<file path="config.mk">
export PLATFORM = sky130hd
export DESIGN_NAME = counter_cmd_sched
export DESIGN_NICKNAME = d
export VERILOG_FILES = /design/src/rtl/counter_cmd_sched_pkg.sv /design/src/rtl/rr_arbiter.sv /design/src/rtl/counter_cmd_sched.sv
export SDC_FILE = /design/constraint.sdc
export NUM_CORES = 1
export LEC_CHECK = 0
export ABC_AREA = 1
export CORE_MARGIN = 2
export CORE_UTILIZATION = 45
export DETAILED_ROUTE_END_ITERATION = 8
export DONT_BUFFER_PORTS = 1
export GPL_ROUTABILITY_DRIVEN = 1
export PLACE_DENSITY = 0.59
export SETUP_SLACK_MARGIN = 0.1
export SYNTH_ARGS = -nofsm -noshare
export SYNTH_HDL_FRONTEND = slang
export SYNTH_SLANG_ARGS = --single-unit
export TNS_END_PERCENT = 30
</file>
<file path="constraint.sdc">
create_clock -name clk -period 2.6 [get_ports clk]
set_clock_uncertainty 0.05 [all_clocks]
set_input_delay 0.65 -clock clk [delete_from_list [all_inputs] [get_ports clk]]
set_output_delay 0.65 -clock clk [all_outputs]
set_load 0.005 [all_outputs]
</file>
<file path="src/rtl/counter_cmd_sched_pkg.sv">
// Shared types for the counter command scheduler: op codes, FSM states and
// the default counter width.
package counter_sched_pkg;

    localparam int DEF_CNT_W = 4;

    typedef enum logic [1:0] {
        OP_LOAD = 2'b00,
        OP_UP   = 2'b01,
        OP_DOWN = 2'b10,
        OP_READ = 2'b11
    } cmd_op_e;

    typedef enum logic [1:0] {
        ST_IDLE = 2'd0,
        ST_EXEC = 2'd1,
        ST_RESP = 2'd2
    } sched_state_e;

endpackage

</file>
<file path="src/rtl/rr_arbiter.sv">
// Combinational round-robin arbiter: grants the first asserted request found
// searching ptr, ptr+1, ... modulo N_REQ.
module rr_arbiter import counter_sched_pkg::*; #(
    parameter int N_REQ = 4,
    parameter int ID_W  = $clog2(N_REQ)
) (
    input  logic [N_REQ-1:0] req,
    input  logic [ID_W-1:0]  ptr,
    output logic [N_REQ-1:0] grant
);

    localparam logic [ID_W:0] N_L = (ID_W + 1)'(N_REQ);

    logic [ID_W:0]   sum;
    logic [ID_W-1:0] idx;
    logic            found;

    // ptr < N_REQ, so ptr+i never exceeds 2*N_REQ-2 and one subtraction wraps it
    always_comb begin
        grant = '0;
        found = 1'b0;
        sum   = '0;
        idx   = '0;
        for (int i = 0; i < N_REQ; i++) begin
            sum = {1'b0, ptr} + (ID_W + 1)'(i);
            if (sum >= N_L) begin
                sum = sum - N_L;
            end
            idx = sum[ID_W-1:0];
            if (!found && req[idx]) begin
                grant[idx] = 1'b1;
                found      = 1'b1;
            end
        end
    end

endmodule

</file>
<file path="src/rtl/counter_cmd_sched.sv">
// Round-robin scheduler sharing one up/down load counter among N_REQ
// requesters; holds the counter by reloading its own value when not stepping.
//
//   state   | meaning
//   IDLE    | offer one-hot grant, latch command on handshake
//   EXEC    | load / step / hold the counter for the latched command
//   RESP    | present resp_id and the resulting count until accepted
module counter_cmd_sched import counter_sched_pkg::*; #(
    parameter int N_REQ = 4,
    parameter int CNT_W = DEF_CNT_W,
    parameter int ID_W  = $clog2(N_REQ)
) (
    input  logic                   clk,
    input  logic                   rst,
    input  logic [N_REQ-1:0]       req_valid,
    output logic [N_REQ-1:0]       req_ready,
    input  logic [2*N_REQ-1:0]     req_op,
    input  logic [CNT_W*N_REQ-1:0] req_arg,
    output logic                   resp_valid,
    input  logic                   resp_ready,
    output logic [ID_W-1:0]        resp_id,
    output logic [CNT_W-1:0]       resp_value,
    output logic                   cnt_load,
    output logic                   cnt_updown,
    output logic [CNT_W-1:0]       cnt_data,
    input  logic [CNT_W-1:0]       cnt_value
);

    localparam logic [ID_W:0] N_L = (ID_W + 1)'(N_REQ);

    sched_state_e     state;
    cmd_op_e          op_q;
    cmd_op_e          sel_op;
    logic [CNT_W-1:0] arg_q;
    logic [CNT_W-1:0] sel_arg;
    logic [CNT_W-1:0] remaining;
    logic [ID_W-1:0]  rr_ptr;
    logic [ID_W-1:0]  id_q;
    logic [ID_W-1:0]  grant_id;
    logic [ID_W-1:0]  next_ptr;
    logic [ID_W:0]    inc;
    logic [N_REQ-1:0] grant;
    logic             handshake;
    logic             step_op;
    logic             stepping;

    rr_arbiter #(
        .N_REQ (N_REQ),
        .ID_W  (ID_W)
    ) u_arb (
        .req   (req_valid),
        .ptr   (rr_ptr),
        .grant (grant)
    );

    assign req_ready = (state == ST_IDLE && !rst) ? grant : '0;
    assign handshake = |(req_valid & req_ready);

    always_comb begin
        grant_id = '0;
        sel_op   = OP_LOAD;
        sel_arg  = '0;
        for (int i = 0; i < N_REQ; i++) begin
            if (grant[i]) begin
                grant_id = ID_W'(i);
                sel_op   = cmd_op_e'(req_op[2*i +: 2]);
                sel_arg  = req_arg[CNT_W*i +: CNT_W];
            end
        end
    end

    always_comb begin
        inc      = {1'b0, grant_id} + (ID_W + 1)'(1);
        next_ptr = (inc == N_L) ? '0 : inc[ID_W-1:0];
    end

    // Anything that is not an active step reloads the counter with itself
    assign step_op    = (op_q == OP_UP) || (op_q == OP_DOWN);
    assign stepping   = !rst && state == ST_EXEC && step_op && remaining != '0;
    assign cnt_load   = !stepping;
    assign cnt_updown = stepping && op_q == OP_UP;
    assign cnt_data   = (!rst && state == ST_EXEC && op_q == OP_LOAD) ? arg_q : cnt_value;

    assign resp_valid = (state == ST_RESP);
    assign resp_id    = id_q;
    assign resp_value = resp_valid ? cnt_value : '0;

    always_ff @(posedge clk) begin
        if (rst) begin
            state     <= ST_IDLE;
            rr_ptr    <= '0;
            op_q      <= OP_LOAD;
            arg_q     <= '0;
            remaining <= '0;
            id_q      <= '0;
        end else begin
            case (state)
                ST_IDLE: begin
                    if (handshake) begin
                        op_q      <= sel_op;
                        arg_q     <= sel_arg;
                        remaining <= sel_arg;
                        id_q      <= grant_id;
                        rr_ptr    <= next_ptr;
                        state     <= ST_EXEC;
                    end
                end
                ST_EXEC: begin
                    if (stepping) begin
                        remaining <= remaining - CNT_W'(1);
                        if (remaining == CNT_W'(1)) begin
                            state <= ST_RESP;
                        end
                    end else begin
                        state <= ST_RESP;
                    end
                end
                ST_RESP: begin
                    if (resp_ready) begin
                        state <= ST_IDLE;
                    end
                end
                default: state <= ST_IDLE;
            endcase
        end
    end

endmodule

</file>
* Yosys cells after proc, flatten, opt, wreduce, memory -nomap -nowiden
Cells that the tools add are included.
** Storage, ports and cells
- Register bits after elaboration :: 16
- Input bits :: 35
- Output and inout bits :: 17
- Word-level logic and storage cells :: 118
** Cells by class
- Add/sub/neg operators :: 9
- $lt $le $gt $ge :: 12
- Eq/ne operators :: 10
- Multiplexer cells :: 50
- Bitwise gates (word level) :: 4
- Reductions and logical operators :: 27
** Operator list (number)
- $mux W4 :: 13
- $mux W2 :: 15
- $logic_and A1 B1 Y1 :: 13
- $lt A2 B3 Y1 const B :: 4
- $mux W1 :: 12
- $or A4 B4 Y4 :: 3
- $ge A3 B3 Y1 const B :: 3
- $bmux W1 S2 :: 4
- $demux W1 S2 :: 4
- $ge A2 B1 Y1 const B :: 4
- $pmux W4 S2 :: 1
- $sub A2 B1 Y2 const B :: 4
- $add A2 B1 Y3 const B :: 2
- $add A2 B2 Y3 const B :: 2
- $pmux W2 S3 :: 1
- $reduce_and A3 Y1 :: 2
- $logic_not A1 Y1 :: 5
- $and A4 B4 Y4 :: 1
- $eq A2 B1 Y1 const B :: 2
- $eq A2 B2 Y1 const B :: 2
- $eq A4 B1 Y1 const B :: 1
- $logic_not A2 Y1 :: 2
- $ne A2 B2 Y1 const B :: 2
- $reduce_bool A4 Y1 :: 1
- 9 further kinds :: 9

* Logic depth before layout (Yosys ltp)
Gate-level depths: netlist (run 1).
- Word-level depth :: 20
- Mapped depth :: 16
- Gate-level depth less buffers :: 16

* By module
A second synthesis (run 1) with hierarchy kept.
** Unflattened totals
- Cell total of the unflattened synthesis :: 266
- Area total of the unflattened synthesis :: 1552.7 um2
** Modules (own cells, without submodules)
- counter_cmd_sched :: instances 1, cells each 193, area an instance 1156.1 um2, sequential area each 320.3 um2
- rr_arbiter :: instances 1, cells each 73, area an instance 396.6 um2, sequential area each 0.0 um2

* Least setup slack after synthesis (run 1)
OpenSTA, ideal clock, no wires.
- Path type :: flip-flop to output port
- Start :: reg rr_ptr[0]
- End :: out req_ready[2]
- Data arrival time :: 1903 ps
- Data required time :: 1900 ps
- Slack :: -3 ps
- Stages on the path, launching flop included :: 13
- Path buffers :: 1
- Path through :: dfxtp_1 inv_2 ha_1 inv_1 nand3_1 nand2_1 nand2_4 nor2_4 nand2_1 nand3_1 buf_4 inv_1 nor2_1
** On the way
- Word-level cells in the longest chain between the ends :: 15
- Elaborated cells between the ends (all ways) :: 60
- Those cells by class :: add/sub (7); order compare (12); mux (28); bitwise (3); reduce/logical (10)
** Ends and longest elaborated chain
- from (decl) :: RTL line counter_cmd_sched.sv:37 : logic [ID_W-1:0] rr_ptr;
- from (signal assigned) :: RTL line counter_cmd_sched.sv:104 : rr_ptr <= next_ptr;
- parallel branches: the longest is 13 deep, another holds $add A2 B1 Y3
- $mux W4 * :: RTL line rr_arbiter.sv:30 : if (!found && req[idx]) begin
- $mux W4 * :: RTL line counter_cmd_sched.sv:56 : assign req_ready = (state == ST_IDLE && !rst) ? grant : '0;
- to (decl) :: RTL line counter_cmd_sched.sv:16 : output logic [N_REQ-1:0] req_ready,
Mark *: on every way between the ends. The select of a mux whose other input is x is not followed.

* Worst setup path after layout (run 1)
- Start :: reg rr_ptr[1]
- End :: out req_ready[1]
Same word-level chain as after synthesis.

==> results of run 1 <==
-- worst paths after layout --
kind | to | startpoint | slack [ns] | depth (start not counted)
worst min register to register | arg_q[1]$_SDFFE_PP0P_ | arg_q[1]$_SDFFE_PP0P_ | 0.41 | 2
worst max-delay path | req_ready[1] | rr_ptr[1]$_SDFFE_PP0P_ | 0.1 | 11
worst max register to register | remaining[2]$_SDFFE_PP0P_ | rr_ptr[0]$_SDFFE_PP0P_ | 0.24 | 16
worst min-delay path | arg_q[1]$_SDFFE_PP0P_ | rst | 0.36 | 1
-- cell type report --
cell class	count	area, um2	area share (%)
flip-flops and latches	16	323	17.0
multi-input cells	188	1180	62.0
repair buffers	20	163	8.55
inverters	36	143	7.50
clock buffers	4	36.3	1.91
well taps	46	57.6	3.03
-- worst register-to-register path, delay by kind of cell (launching register included) --
kind | cells | cell delay [ns]
AND/OR/NAND/NOR | 9 | 0.97
flip-flops | 1 | 0.35
adder cells (fa/ha/maj) | 1 | 0.30
AO/OA/AOI/OAI | 1 | 0.16
buffers and inverters | 5 | 0.48
-- flip-flops by register name, summed over array words and instances (netlist names) --
name	cells
op_q	2
arg_q	4
resp_id	2
remaining	4
state	2
rr_ptr	2
-- cell families (layout without fill, tap and decap cells) --
group / after synthesis / in the layout
compound gates: 39 / 39
fa+ha+maj: 10 / 10
flops: 16 / 16
simple gates: 139 / 139
buf+inv: 42 / 60
-- layer usage --
metal  vias up  share of wire (%)
met5         -                  0
met4         0                2.5
met3        10                4.5
met2        66                 47
met1       771                 46
li1        847                  -
-- Yosys cell counts (all sizes together) --
master / instances
inv: 35
nand2: 44
clkbuf: 1
o21ai: 8
nand3: 57
dfxtp: 16
nor3: 3
ha: 10
a31oi: 1
nor4: 1
nor2: 26
buf: 5
a21oi: 28
nand3b: 1
or2: 7
a31o: 1
o311ai: 1
clkinv: 1
-- per-stage QoR --
step                setup WS (ns)  power (mW)  hold slack (ns)
detailed placement          0.186        1.98            0.400
CTS                        0.0681        2.21            0.359
finish                     0.0956        2.50            0.364
floorplan                   0.115        1.61            0.394
global placement            0.172        1.98            0.400
global route             -0.00296        2.71            0.355
-- what timing repair did --
action / in CTS / in global routing
endpoints found under the hold margin: 0 / 0
setup buffers: 0 / 10
gates resized for setup: 8 / 18
pin swaps: 1 / 7
setup endpoints to repair: 4 / 9
-- report_power, final --
group,switching [mW],internal [mW]
clock network,0.0887,0.0854
registers,0.0636,0.335
logic,1.17,0.758
==> metrics.txt, run 1 <==
drt wl/cell 14.8 um; clk slew on worst S/H paths 0.11 ns; Compound-Gate Fraction of Synth Area 14.8%; outcome complete, no violations; DP Cell Count 296; hold buffer count at cts 0; largest net degree at the start of global routing 17; CTS sink count 16; Clock Tree Root clkbuf_4; YS warnings 0; grt ovf 0; post-synth cell types 31; leakage power 0.899 nW; Core Rows 21; port bufs 0; Hold Path Class input port to register; met3 GRT Util 2.32%; 1st-iter DRT viols 81; first-pass GRT wire length 6870 um; Routed Antenna Nets 0; die extent in x 63.2 um; GRT Total Usage 21.4%; share of post-route cells with drive strength above 1 29.2%; post-route clock period utilization 96.3%; antenna violations before repair 0; largest family of logic cells by synthesized area simple AND/OR/NAND/NOR gates; GR peak layer met2; Die ar. 4000 um2; # diodes 0; Routed WL 4600 um; Critical-path top delay cell dfxtp_2; Clk Latency, worst-skew pair 0.30 ns; pwr dens 1310 nW/um2; worst-margin pin slew 0.498 ns; CP endpoint kind output pin; Yosys reg bits 16; met2 global-route usage 33.0%; DP HPWL 3270 um; drt pass-1 iters 4; CP delay by family, top simple AND/OR/NAND/NOR gates; FILL cells 357; Buf/Inv on CP 3; Ports 52; Synth area leaders dfxtp_1 (20%), nand3_1 (16%), nand2_1 (9.0%); fin cells 310; Max clock buf depth 2; Worst path max stage delay 0.35 ns; kind of critical path register to output pin; GP Congestion 0.908; Nets 310; commonest non-fill, non-tap cell in the layout nand3_1; CP Cell Sequence inv_2 -> ha_4 -> inv_4 -> nand3_2 -> nand2_2 -> nand2_4 -> nor2_4 -> nand2_2 -> nand3_4 -> inv_2 -> nor2_2; commonest non-fill, non-tap cells in the layout nand3_1 (46), nand2_1 (33), inv_1 (26); CTS Buf Count 3; grt met1 use 31.1%; Critical Path RT 1.90 ns; Area Growth Syn to Fin 20.5%; Post-Synth XOR/XNOR Area 0%; Slew headroom 66.7%; H-Tree Depth 1; final setup fails 0; unrepaired setup endpoints after global routing yes; CP arrival 1.80 ns; fmax 399 MHz; DP Area 1690 um2; Final Hold Vio Count 0; Die Span Y 63.2 um; post-synthesis mux area share 0%; Post-Synthesis Cell Area 1580 um2; Seq/Total Area, Yosys 20.3%; Syn Inst Count 246; Post-Layout Inst Area 1900 um2; vias in the first global route 1499; post-route setup TNS 0 ns; Final min period 2.50 ns; Synth Net Count 291; Core Region 3360 um2; Yosys top cell area share 20.3%; post-synth top area cell dfxtp_1; Slew Viols, Final 0; vias per std cell 5.46; # DRC 0; vias post-DR 1694; crit start category register; Max-Cap Viols 0; TritonCTS clock tree done; final design utilization 56.5%; maximum vdd drop 0.691 mV; Synth Area in Simple Gates 45.7%; Synth Area per Inst 6.41 um2; Initial Util 46.9%; Synth Area in Adders 7.93%; Max FO, Critical Path 7
Note: power is estimated with default switching activity, not from simulation.
==> inputs of run 2 (changes only) <==
Settings changed: CORE_UTILIZATION 45 to 31, PLACE_DENSITY 0.59 to 0.43.
==> metrics.txt, run 2 (synthesis gave the netlist of run 1 again) <==
DP HPWL 3630 um; CTS sink count 16; largest net degree at the start of global routing 21; Clock Power Share 9.4%; Critical Path RT 1.90 ns; die extent in x 75.3 um; hold path depth 1; drt wl/cell 14.9 um; reg-to-reg setup timing slack 0.26 ns; Clk Latency, worst-skew pair 0.25 ns; NetSw 1.28 mW; Min Hold Slack 0.404 ns; Nets 303; Clock Tree Root clkbuf_8; fin cells 324; first-pass GRT wire length 7760 um; fmax 414 MHz; CP endpoint kind output pin; worst-case reg-to-reg path depth 16; reg2reg end remaining[2]$_SDFFE_PP0P_; post-route clock period utilization 92.9%; drt pass-1 iters 5; internal power 1.13 mW; vias in the first global route 1515; kind of critical path register to output pin; FF-to-FF Start rr_ptr[1]$_SDFFE_PP0P_; Core Region 4820 um2; Final Hold Vio Count 0; Routed WL 4830 um; GP Congestion 0.928; largest registers arg_q (4), remaining (4); Net Sw Frac 53.0%; antenna violations before repair 0; Core Rows 25; post-route setup TNS 0 ns; pwr dens 1280 nW/um2; unrepaired setup endpoints after global routing yes; Hold Startpoint rst; vias per std cell 4.97; leakage power 0.870 nW; post-route setup slack 0.185 ns; crit start category register; maximum vdd drop 0.698 mV; H-Tree Depth 1; clk slew on worst S/H paths 0.07 ns; Die ar. 5680 um2; # diodes 0; 1st-iter DRT viols 66; grt ovf 0; Seq pwr share 16.4%; final design utilization 39.2%; Routed Antenna Nets 0; share of post-route cells with drive strength above 1 26.5%; commonest non-fill, non-tap cells in the layout nand3_1 (47), nand2_1 (32), inv_1 (27); Max FO, Critical Path 6; Place WS 0.138 ns; Final min period 2.41 ns; TritonCTS clock tree done; Max-Cap Viols 0; Area Growth Syn to Fin 19.7%; Ports 52; worst-case hold path end point resp_id[0]$_SDFFE_PP0P_; # DRC 0; vias post-DR 1610; commonest non-fill, non-tap cell in the layout nand3_1; Slew Viols, Final 0; CTS Buf Count 3; CP arrival 1.71 ns; Slew headroom 70.3%; Max clock buf depth 2; DP Cell Count 315; GRT Total Usage 18.0%; final setup fails 0; Die Span Y 75.3 um; Gate power share 74.1%; hold buffer count at cts 0; worst-margin pin slew 0.445 ns; Hold Path Class input port to register; port bufs 0; outcome complete, no violations; Initial Util 32.8%
-- run 2: changes by cell type in the layout (fill, tap and decap cells not counted) --
cell	before	now
clkbuf_8	1	4
nand2_1	33	32
buf_4	19	12
nand3_1	46	47
nand2_2	9	8
dfxtp_2	2	1
inv_1	26	27
nand2_4	2	4
clkbuf_4	3	0
dfxtp_1	14	15
inv_6	1	0
nand3_4	4	3
-- run 2: routing by layer --
metal / vias up / GRT usage (%) / wire, um
li1: 836 / - / -
met1: 722 / 26.0 / 2320
met2: 52 / 27.7 / 2180
met3: 0 / 5.03 / 329
met4: 0 / 1.75 / 0
met5: - / 0 / 0
-- run 2: worst max path at each step --
stage,start,cells past startpoint,endpoint,slack (ns)
floorplan,rr_ptr[0]$_SDFFE_PP0P_,12,req_ready[2],0.11
global placement,req_valid[1],9,req_ready[2],0.15
detailed placement,rr_ptr[1]$_SDFFE_PP0P_,11,req_ready[2],0.14
CTS,rr_ptr[0]$_SDFFE_PP0P_,11,req_ready[1],0.11
global route,rr_ptr[0]$_SDFFE_PP0P_,11,req_ready[1],0.08
finish,rr_ptr[0]$_SDFFE_PP0P_,11,req_ready[1],0.19
-- run 2: worst max-delay path, cell delays in order (launching register included) --
cell and delay [ns]:
dfxtp_2 0.34, inv_2 0.05, ha_4 0.25, inv_2 0.06, nand3_1 0.07, nand2_1 0.06, nand2_1 0.08, nor2_4 0.17
nand2_2 0.08, nand3_4 0.12, inv_1 0.07, nor2_2 0.09
-- run 2: layout make-up --
type	instances	area, um2
fill	550	2930
multi-input combinational	188	1180
sequential	16	322
inverter	36	138
timing repair buffer	13	110
tap	67	83.8
clock buffer	4	55.1
-- run 2: per-stage QoR --
stage | power [mW] | instance area, um2
floorplan | 1.61 | 1580
global placement | 2.01 | 1700
detailed placement | 1.98 | 1700
CTS | 2.29 | 1800
global route | 2.65 | 1890
finish | 2.41 | 1890
-- run 2: power groups by stage --
stage / combinational, mW / sequential [mW] / clock, mW
4_1_cts: 1.66 / 0.393 / 0.233
3_3_place_gp: 1.61 / 0.401 / 0
3_5_place_dp: 1.59 / 0.397 / 0
5_1_grt: 2.00 / 0.408 / 0.243
6_report: 1.79 / 0.397 / 0.228
2_1_floorplan: 1.22 / 0.394 / 0
-- run 2: timing repair --
item                                    4_1_cts  5_1_grt
gates cloned                                  0        0
gates resized for setup                       6       17
endpoints found under the setup margin        4       12
pin swaps                                     1        2
setup buffers                                 2        3
